File: src/rtl/pixel_arb_pkg.sv
// Shared types and defaults for the pixel-group arbiter and its round-robin core.
package pixel_arb_pkg;

    typedef enum logic [1:0] {
        IDLE    = 2'd0,
        ROW_ARB = 2'd1,
        COL_ARB = 2'd2,
        HOLD    = 2'd3
    } state_t;

    localparam int POL_W_DEF = 2;

    function automatic int idx_w(input int n);
        return (n > 1) ? $clog2(n) : 1;
    endfunction

endpackage

File: src/rtl/rr_arb_core.sv
// Combinational wrap-around priority search: first requester at or after ptr.
module rr_arb_core
    import pixel_arb_pkg::*;
#(
    parameter int N  = 8,
    parameter int IW = idx_w(N)
) (
    input  logic [N-1:0]  req,
    input  logic [IW-1:0] ptr,
    input  logic          valid,
    output logic [N-1:0]  gnt,
    output logic [IW-1:0] idx,
    output logic          any
);

    // Two passes: requesters at or above ptr first, then the wrapped-around lower half.
    always_comb begin
        gnt = '0;
        idx = '0;
        any = 1'b0;
        for (int j = 0; j < N; j++) begin
            if (valid && !any && req[j] && (IW'(j) >= ptr)) begin
                any    = 1'b1;
                idx    = IW'(j);
                gnt[j] = 1'b1;
            end
        end
        for (int j = 0; j < N; j++) begin
            if (valid && !any && req[j]) begin
                any    = 1'b1;
                idx    = IW'(j);
                gnt[j] = 1'b1;
            end
        end
    end

endmodule

File: src/rtl/pixel_array_arbiter.sv
// Two-level (row, then column) round-robin arbiter serialising the pixel events
// of one ROWS x COLS group onto a valid/ready address-event stream.
//
//  state   | meaning
//  --------+-----------------------------------------------------------
//  IDLE    | nothing in flight; wait for enable_i and any request
//  ROW_ARB | pick next requesting row after row_ptr, reset col_ptr
//  COL_ARB | pick next requesting column of the latched row, latch event
//  HOLD    | event presented; wait for evt_ready_i, then pick next step
module pixel_array_arbiter
    import pixel_arb_pkg::*;
#(
    parameter int ROWS  = 8,
    parameter int COLS  = 8,
    parameter int POL_W = POL_W_DEF,
    parameter int XW    = $clog2(ROWS),
    parameter int YW    = $clog2(COLS)
) (
    input  logic                                 clk_i,
    input  logic                                 reset_i,
    input  logic                                 enable_i,
    input  logic [ROWS-1:0][COLS-1:0][POL_W-1:0] req_i,
    output logic [ROWS-1:0][COLS-1:0]            gnt_o,
    output logic                                 evt_valid_o,
    input  logic                                 evt_ready_i,
    output logic [XW-1:0]                        evt_x_o,
    output logic [YW-1:0]                        evt_y_o,
    output logic [POL_W-1:0]                     evt_pol_o,
    output logic                                 req_o,
    output logic                                 active_o,
    output logic                                 grp_release_o
);

    state_t                     state;
    logic [XW-1:0]              row_ptr;
    logic [YW-1:0]              col_ptr;
    logic [ROWS-1:0]            row_sel_q;
    logic [COLS-1:0]            col_sel_q;
    logic                       mask_q;
    logic                       hs;

    logic [ROWS-1:0][COLS-1:0]  req_nz;
    logic [ROWS-1:0][COLS-1:0]  req_m;
    logic [ROWS-1:0]            row_any;
    logic [COLS-1:0]            col_req;
    logic [COLS-1:0][POL_W-1:0] row_pol;
    logic [POL_W-1:0]           col_pol;
    logic                       cur_row_any;
    logic                       arr_any;

    logic [ROWS-1:0]            row_gnt;
    logic [XW-1:0]              row_idx;
    logic                       row_found;
    logic [COLS-1:0]            col_gnt;
    logic [YW-1:0]              col_idx;
    logic                       col_found;

    function automatic logic [XW-1:0] row_inc(input logic [XW-1:0] v);
        return (v == XW'(ROWS - 1)) ? '0 : v + 1'b1;
    endfunction

    function automatic logic [YW-1:0] col_inc(input logic [YW-1:0] v);
        return (v == YW'(COLS - 1)) ? '0 : v + 1'b1;
    endfunction

    // The served pixel is hidden on the handshake cycle and the one after it,
    // giving it a cycle to drop its request after seeing gnt_o.
    always_comb begin
        hs    = (state == HOLD) && evt_valid_o && evt_ready_i;
        req_o = 1'b0;
        for (int r = 0; r < ROWS; r++) begin
            for (int c = 0; c < COLS; c++) begin
                req_nz[r][c] = |req_i[r][c];
                req_o        = req_o | req_nz[r][c];
                gnt_o[r][c]  = hs && row_sel_q[r] && col_sel_q[c];
                req_m[r][c]  = req_nz[r][c] &&
                               !((hs || mask_q) && row_sel_q[r] && col_sel_q[c]);
            end
        end
    end

    always_comb begin
        col_req     = '0;
        row_pol     = '0;
        cur_row_any = 1'b0;
        for (int r = 0; r < ROWS; r++) begin
            row_any[r] = |req_m[r];
            if (row_sel_q[r]) begin
                col_req     = req_m[r];
                row_pol     = req_i[r];
                cur_row_any = |req_m[r];
            end
        end
        arr_any = |row_any;
    end

    always_comb begin
        col_pol = '0;
        for (int c = 0; c < COLS; c++) begin
            if (col_gnt[c]) begin
                col_pol = row_pol[c];
            end
        end
    end

    rr_arb_core #(.N(ROWS), .IW(XW)) u_row_arb (
        .req   (row_any),
        .ptr   (row_ptr),
        .valid (state == ROW_ARB),
        .gnt   (row_gnt),
        .idx   (row_idx),
        .any   (row_found)
    );

    rr_arb_core #(.N(COLS), .IW(YW)) u_col_arb (
        .req   (col_req),
        .ptr   (col_ptr),
        .valid (state == COL_ARB),
        .gnt   (col_gnt),
        .idx   (col_idx),
        .any   (col_found)
    );

    always_ff @(posedge clk_i or posedge reset_i) begin
        if (reset_i) begin
            state         <= IDLE;
            row_ptr       <= '0;
            col_ptr       <= '0;
            row_sel_q     <= '0;
            col_sel_q     <= '0;
            mask_q        <= 1'b0;
            evt_valid_o   <= 1'b0;
            evt_x_o       <= '0;
            evt_y_o       <= '0;
            evt_pol_o     <= '0;
            active_o      <= 1'b0;
            grp_release_o <= 1'b0;
        end else begin
            grp_release_o <= 1'b0;
            mask_q        <= hs;
            case (state)
                IDLE: begin
                    if (enable_i && req_o) begin
                        state    <= ROW_ARB;
                        active_o <= 1'b1;
                    end
                end
                ROW_ARB: begin
                    if (!enable_i) begin
                        state    <= IDLE;
                        active_o <= 1'b0;
                        row_ptr  <= '0;
                        col_ptr  <= '0;
                    end else if (row_found) begin
                        state     <= COL_ARB;
                        evt_x_o   <= row_idx;
                        row_sel_q <= row_gnt;
                        row_ptr   <= row_inc(row_idx);
                        col_ptr   <= '0;
                    end else begin
                        state    <= IDLE;
                        active_o <= 1'b0;
                    end
                end
                COL_ARB: begin
                    if (!enable_i) begin
                        state    <= IDLE;
                        active_o <= 1'b0;
                        row_ptr  <= '0;
                        col_ptr  <= '0;
                    end else if (col_found) begin
                        state       <= HOLD;
                        evt_y_o     <= col_idx;
                        col_sel_q   <= col_gnt;
                        evt_pol_o   <= col_pol;
                        col_ptr     <= col_inc(col_idx);
                        evt_valid_o <= 1'b1;
                    end else begin
                        state <= ROW_ARB;
                    end
                end
                HOLD: begin
                    if (hs) begin
                        evt_valid_o <= 1'b0;
                        if (!enable_i) begin
                            state    <= IDLE;
                            active_o <= 1'b0;
                            row_ptr  <= '0;
                            col_ptr  <= '0;
                        end else if (cur_row_any) begin
                            state <= COL_ARB;
                        end else if (arr_any) begin
                            state <= ROW_ARB;
                        end else begin
                            state         <= IDLE;
                            active_o      <= 1'b0;
                            grp_release_o <= 1'b1;
                        end
                    end
                end
                default: begin
                    state    <= IDLE;
                    active_o <= 1'b0;
                end
            endcase
        end
    end

endmodule

File: config.mk
export PLATFORM = sky130hd
export DESIGN_NAME = pixel_array_arbiter
export DESIGN_NICKNAME = d
export VERILOG_FILES = /design/src/rtl/pixel_arb_pkg.sv /design/src/rtl/rr_arb_core.sv /design/src/rtl/pixel_array_arbiter.sv
export SDC_FILE = /design/constraint.sdc
export NUM_CORES = 1
export LEC_CHECK = 0
export CAP_MARGIN = 20
export CORE_ASPECT_RATIO = 1.2
export CORE_MARGIN = 2
export CORE_UTILIZATION = 35
export CTS_CLUSTER_DIAMETER = 40
export CTS_CLUSTER_SIZE = 20
export DETAILED_ROUTE_END_ITERATION = 7
export GPL_ROUTABILITY_DRIVEN = 0
export SYNTH_ARGS = -nofsm -noshare
export SYNTH_HDL_FRONTEND = slang
export SYNTH_SLANG_ARGS = --single-unit
export TNS_END_PERCENT = 1
File: constraint.sdc
create_clock -name clk_i -period 4 [get_ports clk_i]
set_input_delay 1.2 -clock clk_i [delete_from_list [all_inputs] [get_ports clk_i]]
set_output_delay 1.2 -clock clk_i [all_outputs]
set_load 0.02 [all_outputs]
==> results by group <==
Drt
  – Via count: 9661
  – Avg Vias per Cell: 6.29
  – DRC viols: 0
  – Antenna Nets Post-Route: 0
  – DR iter-0 viols: 1271
  – Post-DR wirelength/cell: 22.4 microns
  – Routed WL: 34300 microns
  – Initial DRT Pass Iterations: 6

Floorplanning
  – Std-Cell Rows: 52
  – Chip Width: 123 microns
  – Area of the core: 16800 sq um
  – Die ar.: 18100 sq um
  – Chip height: 147 microns
  – I/O pin cnt: 208
  – Initial Util: 35.5%

STA
  – Slew @ Worst Pin: 0.703 ns
  – Worst Setup Slack, final: -0.235 ns
  – Final Max Slew Viols: 0
  – Min Tclk post-route: 4.23 ns
  – Final Cycle Share: 106%
  – Setup TNS: -0.785 ns
  – Setup Skew: 0.0107 ns
  – Endpoints failing setup: 5
  – Final hold vios: 0
  – Fmax: 236 MHz
  – RSZ-0062 raised after global routing: true
  – Max_slew headroom: 53.1%

Flow run
  – Max-Cap Viols: 0

Power
  – Leak Pwr: 4.81 nW
  – PD cells: 647 nW/um^2
  – Sequential Power Share: 12.2%
  – Cell internal pwr: 3.47 mW
  – Comb pwr share: 81.0%
  – Clock power frac: 6.8%
  – Max VDD drop: 0.373 mV
  – NetSw: 3.71 mW
  – Sw Ratio: 51.7%

CTS
  – TritonCTS Buffers: 5
  – TritonCTS Sinks: 36
  – H-tree depth: 2
  – Reg clk slew, reported paths: 0.06 ns
  – CTS Root Cell: clkbuf_16
  – Max Root-Sink Buffers: 2
  – CTS tree: built
  – Worst skew pair latency: 0.30 ns

Cells and area
  – # diodes: 0
  – Layout Area Growth over Synthesis: 86.2%
  – Seq. cell area: 901 sq um
  – Fillers: 1481
  – Design Area, Final: 11100 sq um
  – Share of layout cells above drive strength 1: 33.6%
  – Final-stage net count: 1454
  – Post-Layout Cell Count: 1535
  – Area occupied by multi-input gates: 5340 sq um

Worst setup path
  – Crit. End Element: flip-flop
  – CP Capture Point: col_ptr[2]
  – CP max FO: 6
  – Reg2reg end: col_ptr[2]
  – Worst R2R Start: row_sel_q[4]
  – Crit Path Category: in -> reg
  – Most used cell, CP: buf_4
  – Crit path cell chain: clkdlybuf4s50_1, nor2_2, buf_4, a21oi_1, a211oi_1, o32ai_2, buf_4, nor4_2, o221a_2, a21oi_2, buf_4, nand2_1, ha_4, and4b_1, mux2i_1, nand2_1
  – CP required: 4.18 ns
  – Startpoint types: input port
  – FF-to-FF path depth: 13
  – Max stage delay cell, worst path: clkdlybuf4s50_1
  – CP bufs+invs: 4
  – Setup crit start: req_i[73]
  – CP Depth: 16
  – Family with the most delay on the worst path: buffers and inverters
  – CP max stage delay: 0.47 ns
  – Setup slack, reg-to-reg: 0.12 ns
  – CP Data Arrival Time: 4.42 ns

Synthesis
  – Netlist cell types: 82
  – Syn avg cell area: 6.71 sq um
  – Sequential area share after synthesis: 15.1%
  – Async SR Flop Fraction: 100%
  – Synth Register Bits: 36
  – Main synth FF type: dfrtp_1
  – Synth Instances: 888
  – Synth Net Count: 1024
  – Post-synth EDFFs: 0
  – Synth Cell Area: 5960 sq um
  – Number of synthesis warnings: 0

Global routing
  – Overall Global Routing Usage: 36.1%
  – First-pass GRT wire length: 50600 microns
  – Number of global-route vias before repair: 9181
  – Largest net degree at the start of global routing: 42
  – Antenna violations before repair: 0
  – Remaining global-route overflow: 0

Placed design
  – # port buffers: 207
  – Dpl cell area: 10000 sq um
  – HPWL Detailed: 26200 microns
  – Placed cells: 1497
  – Post-placement worst setup slack: -0.789 ns

Run status
  – Failing checks: setup timing
  – Status: complete, but fails checks

Worst hold path
  – HP Class: reg -> reg
==> cell type report <==
cell class                 count  area share (%)
multi-input combinational    757            48.2
clock buffer                   5            1.13
tap                          216            2.44
sequential                    36            8.12
inverter                      19           0.643
timing repair buffer         499            39.1
clock inverter                 3           0.417
==> synth_stat cells (7+ instances only) <==
| cell | number | area, sq um |
|---|---|---|
| nor2_1 | 125 | 469 |
| nand2_1 | 92 | 345 |
| clkbuf_1 | 56 | 210 |
| o21ai_0 | 53 | 265 |
| and3_1 | 48 | 300 |
| a21oi_1 | 46 | 230 |
| dfrtp_1 | 36 | 901 |
| o22ai_1 | 33 | 206 |
| a221oi_1 | 31 | 272 |
| nor4_1 | 23 | 144 |
| nand3_1 | 21 | 105 |
| nor3_1 | 19 | 95.1 |
| o31ai_1 | 19 | 143 |
| inv_1 | 18 | 67.6 |
| nand4_1 | 18 | 113 |
| o211ai_1 | 17 | 128 |
| a31oi_1 | 15 | 93.8 |
| nor2b_1 | 14 | 87.6 |
| o21bai_1 | 13 | 97.6 |
| o21a_1 | 12 | 90.1 |
| a211oi_1 | 11 | 82.6 |
| mux2_2 | 11 | 124 |
| nand2b_1 | 9 | 56.3 |
| a22oi_1 | 8 | 60.1 |
| buf_2 | 8 | 40.0 |
| and2_1 | 7 | 43.8 |
| buf_1 | 7 | 26.3 |
| o2111ai_1 | 7 | 61.3 |
==> layout by cell type, fill, tap and decap left out, types with 5 or more instances in the layout <==
master,n
a211oi_1,9
a21oi_1,43
a221oi_1,26
a22o_1,5
a22oi_1,5
a31oi_1,13
and2_1,7
and3_1,48
buf_12,5
buf_4,284
buf_6,6
clkbuf_16,5
clkdlybuf4s50_1,128
dfrtp_1,36
dlygate4sd2_1,43
dlymetal6s2s_1,27
inv_1,18
mux2_2,11
mux2i_1,6
nand2_1,92
nand2b_1,8
nand3_1,15
nand4_1,18
nor2_1,100
nor2_2,19
nor2_4,8
nor2b_1,14
nor3_1,16
nor4_1,11
nor4_2,10
o211ai_1,17
o21a_1,12
o21ai_0,46
o21ai_1,6
o21bai_1,11
o221ai_1,5
o22ai_1,28
o31ai_1,17
==> power by group through the flow <==
stage / logic (mW) / clock network [mW] / registers (mW)
2_1_floorplan: 2.70 / 0 / 0.657
3_3_place_gp: 4.83 / 0 / 0.838
3_5_place_dp: 4.84 / 0 / 0.840
4_1_cts: 5.20 / 0.489 / 0.842
5_1_grt: 6.15 / 0.499 / 0.875
6_report: 5.81 / 0.486 / 0.875
==> through the flow <==
step                      hold WS [ns]  utilization (%)  total power, mW
final                            0.491             66.1             7.17
after global placement           0.476             59.7             5.66
after CTS                        0.499             63.1             6.54
after floorplan                  0.567                -             3.36
after detailed placement         0.490             59.7             5.68
after global routing             0.526             66.1             7.52
==> how the worst min path moves through the flow <==
stage                       from      endpoint  slack, ns  cells past startpoint
finish              evt_pol_o[1]  evt_pol_o[1]       0.49                      2
global route        evt_pol_o[1]  evt_pol_o[1]       0.53                      2
CTS                 evt_pol_o[1]  evt_pol_o[1]       0.50                      2
detailed placement  evt_pol_o[1]  evt_pol_o[1]       0.49                      2
global placement    evt_pol_o[1]  evt_pol_o[1]       0.48                      2
floorplan             col_ptr[1]    col_ptr[1]       0.57                      2
==> per-layer routing <==
layer / vias to the layer above / share of wire [%] / global-route usage [%]
met2: 690 / 46 / 57.4
met4: 0 / 6.1 / 19.7
li1: 4304 / - / -
met5: - / 0 / 0
met1: 4503 / 38 / 45.8
met3: 164 / 11 / 6.29
==> state kept, by name, indices dropped and copies added (netlist names) <==
signal,cells
mask_q,1
evt_x_o,3
state,2
active_o,1
evt_pol_o,2
evt_y_o,3
col_ptr,3
row_ptr,3
evt_valid_o,1
col_sel_q,8
grp_release_o,1
row_sel_q,8
==> worst register-to-register path, delay by kind of cell, from the launching register on <==
kind                     cells  cell delay, ns
multiplexers                 1            0.14
buffers and inverters        1            0.15
adder cells (fa/ha/maj)      1            0.22
flip-flops                   1            0.64
AND/OR/NAND/NOR              5            1.44
AO/OA/AOI/OAI                5            1.18
==> logic make-up after synthesis <==
kind of cell | after synthesis | share of synthesized area (%)
compound gates | 332 | 40.7
buf+inv | 95 | 6.72
simple gates | 404 | 33.5
flops | 36 | 15.1
mux | 17 | 3.09
fa+ha+maj | 4 | 0.840
==> repair_timing <==
| action | CTS | global route |
|---|---|---|
| setup endpoints to repair | 87 | 18 |
| setup buffers | 18 | 13 |
| hold buffers | 0 | 0 |
| pin swaps | 48 | 55 |
| resized for setup | 129 | 109 |
| endpoints found under the hold margin | 0 | 0 |
Note: power is estimated with default switching activity, not from simulation.
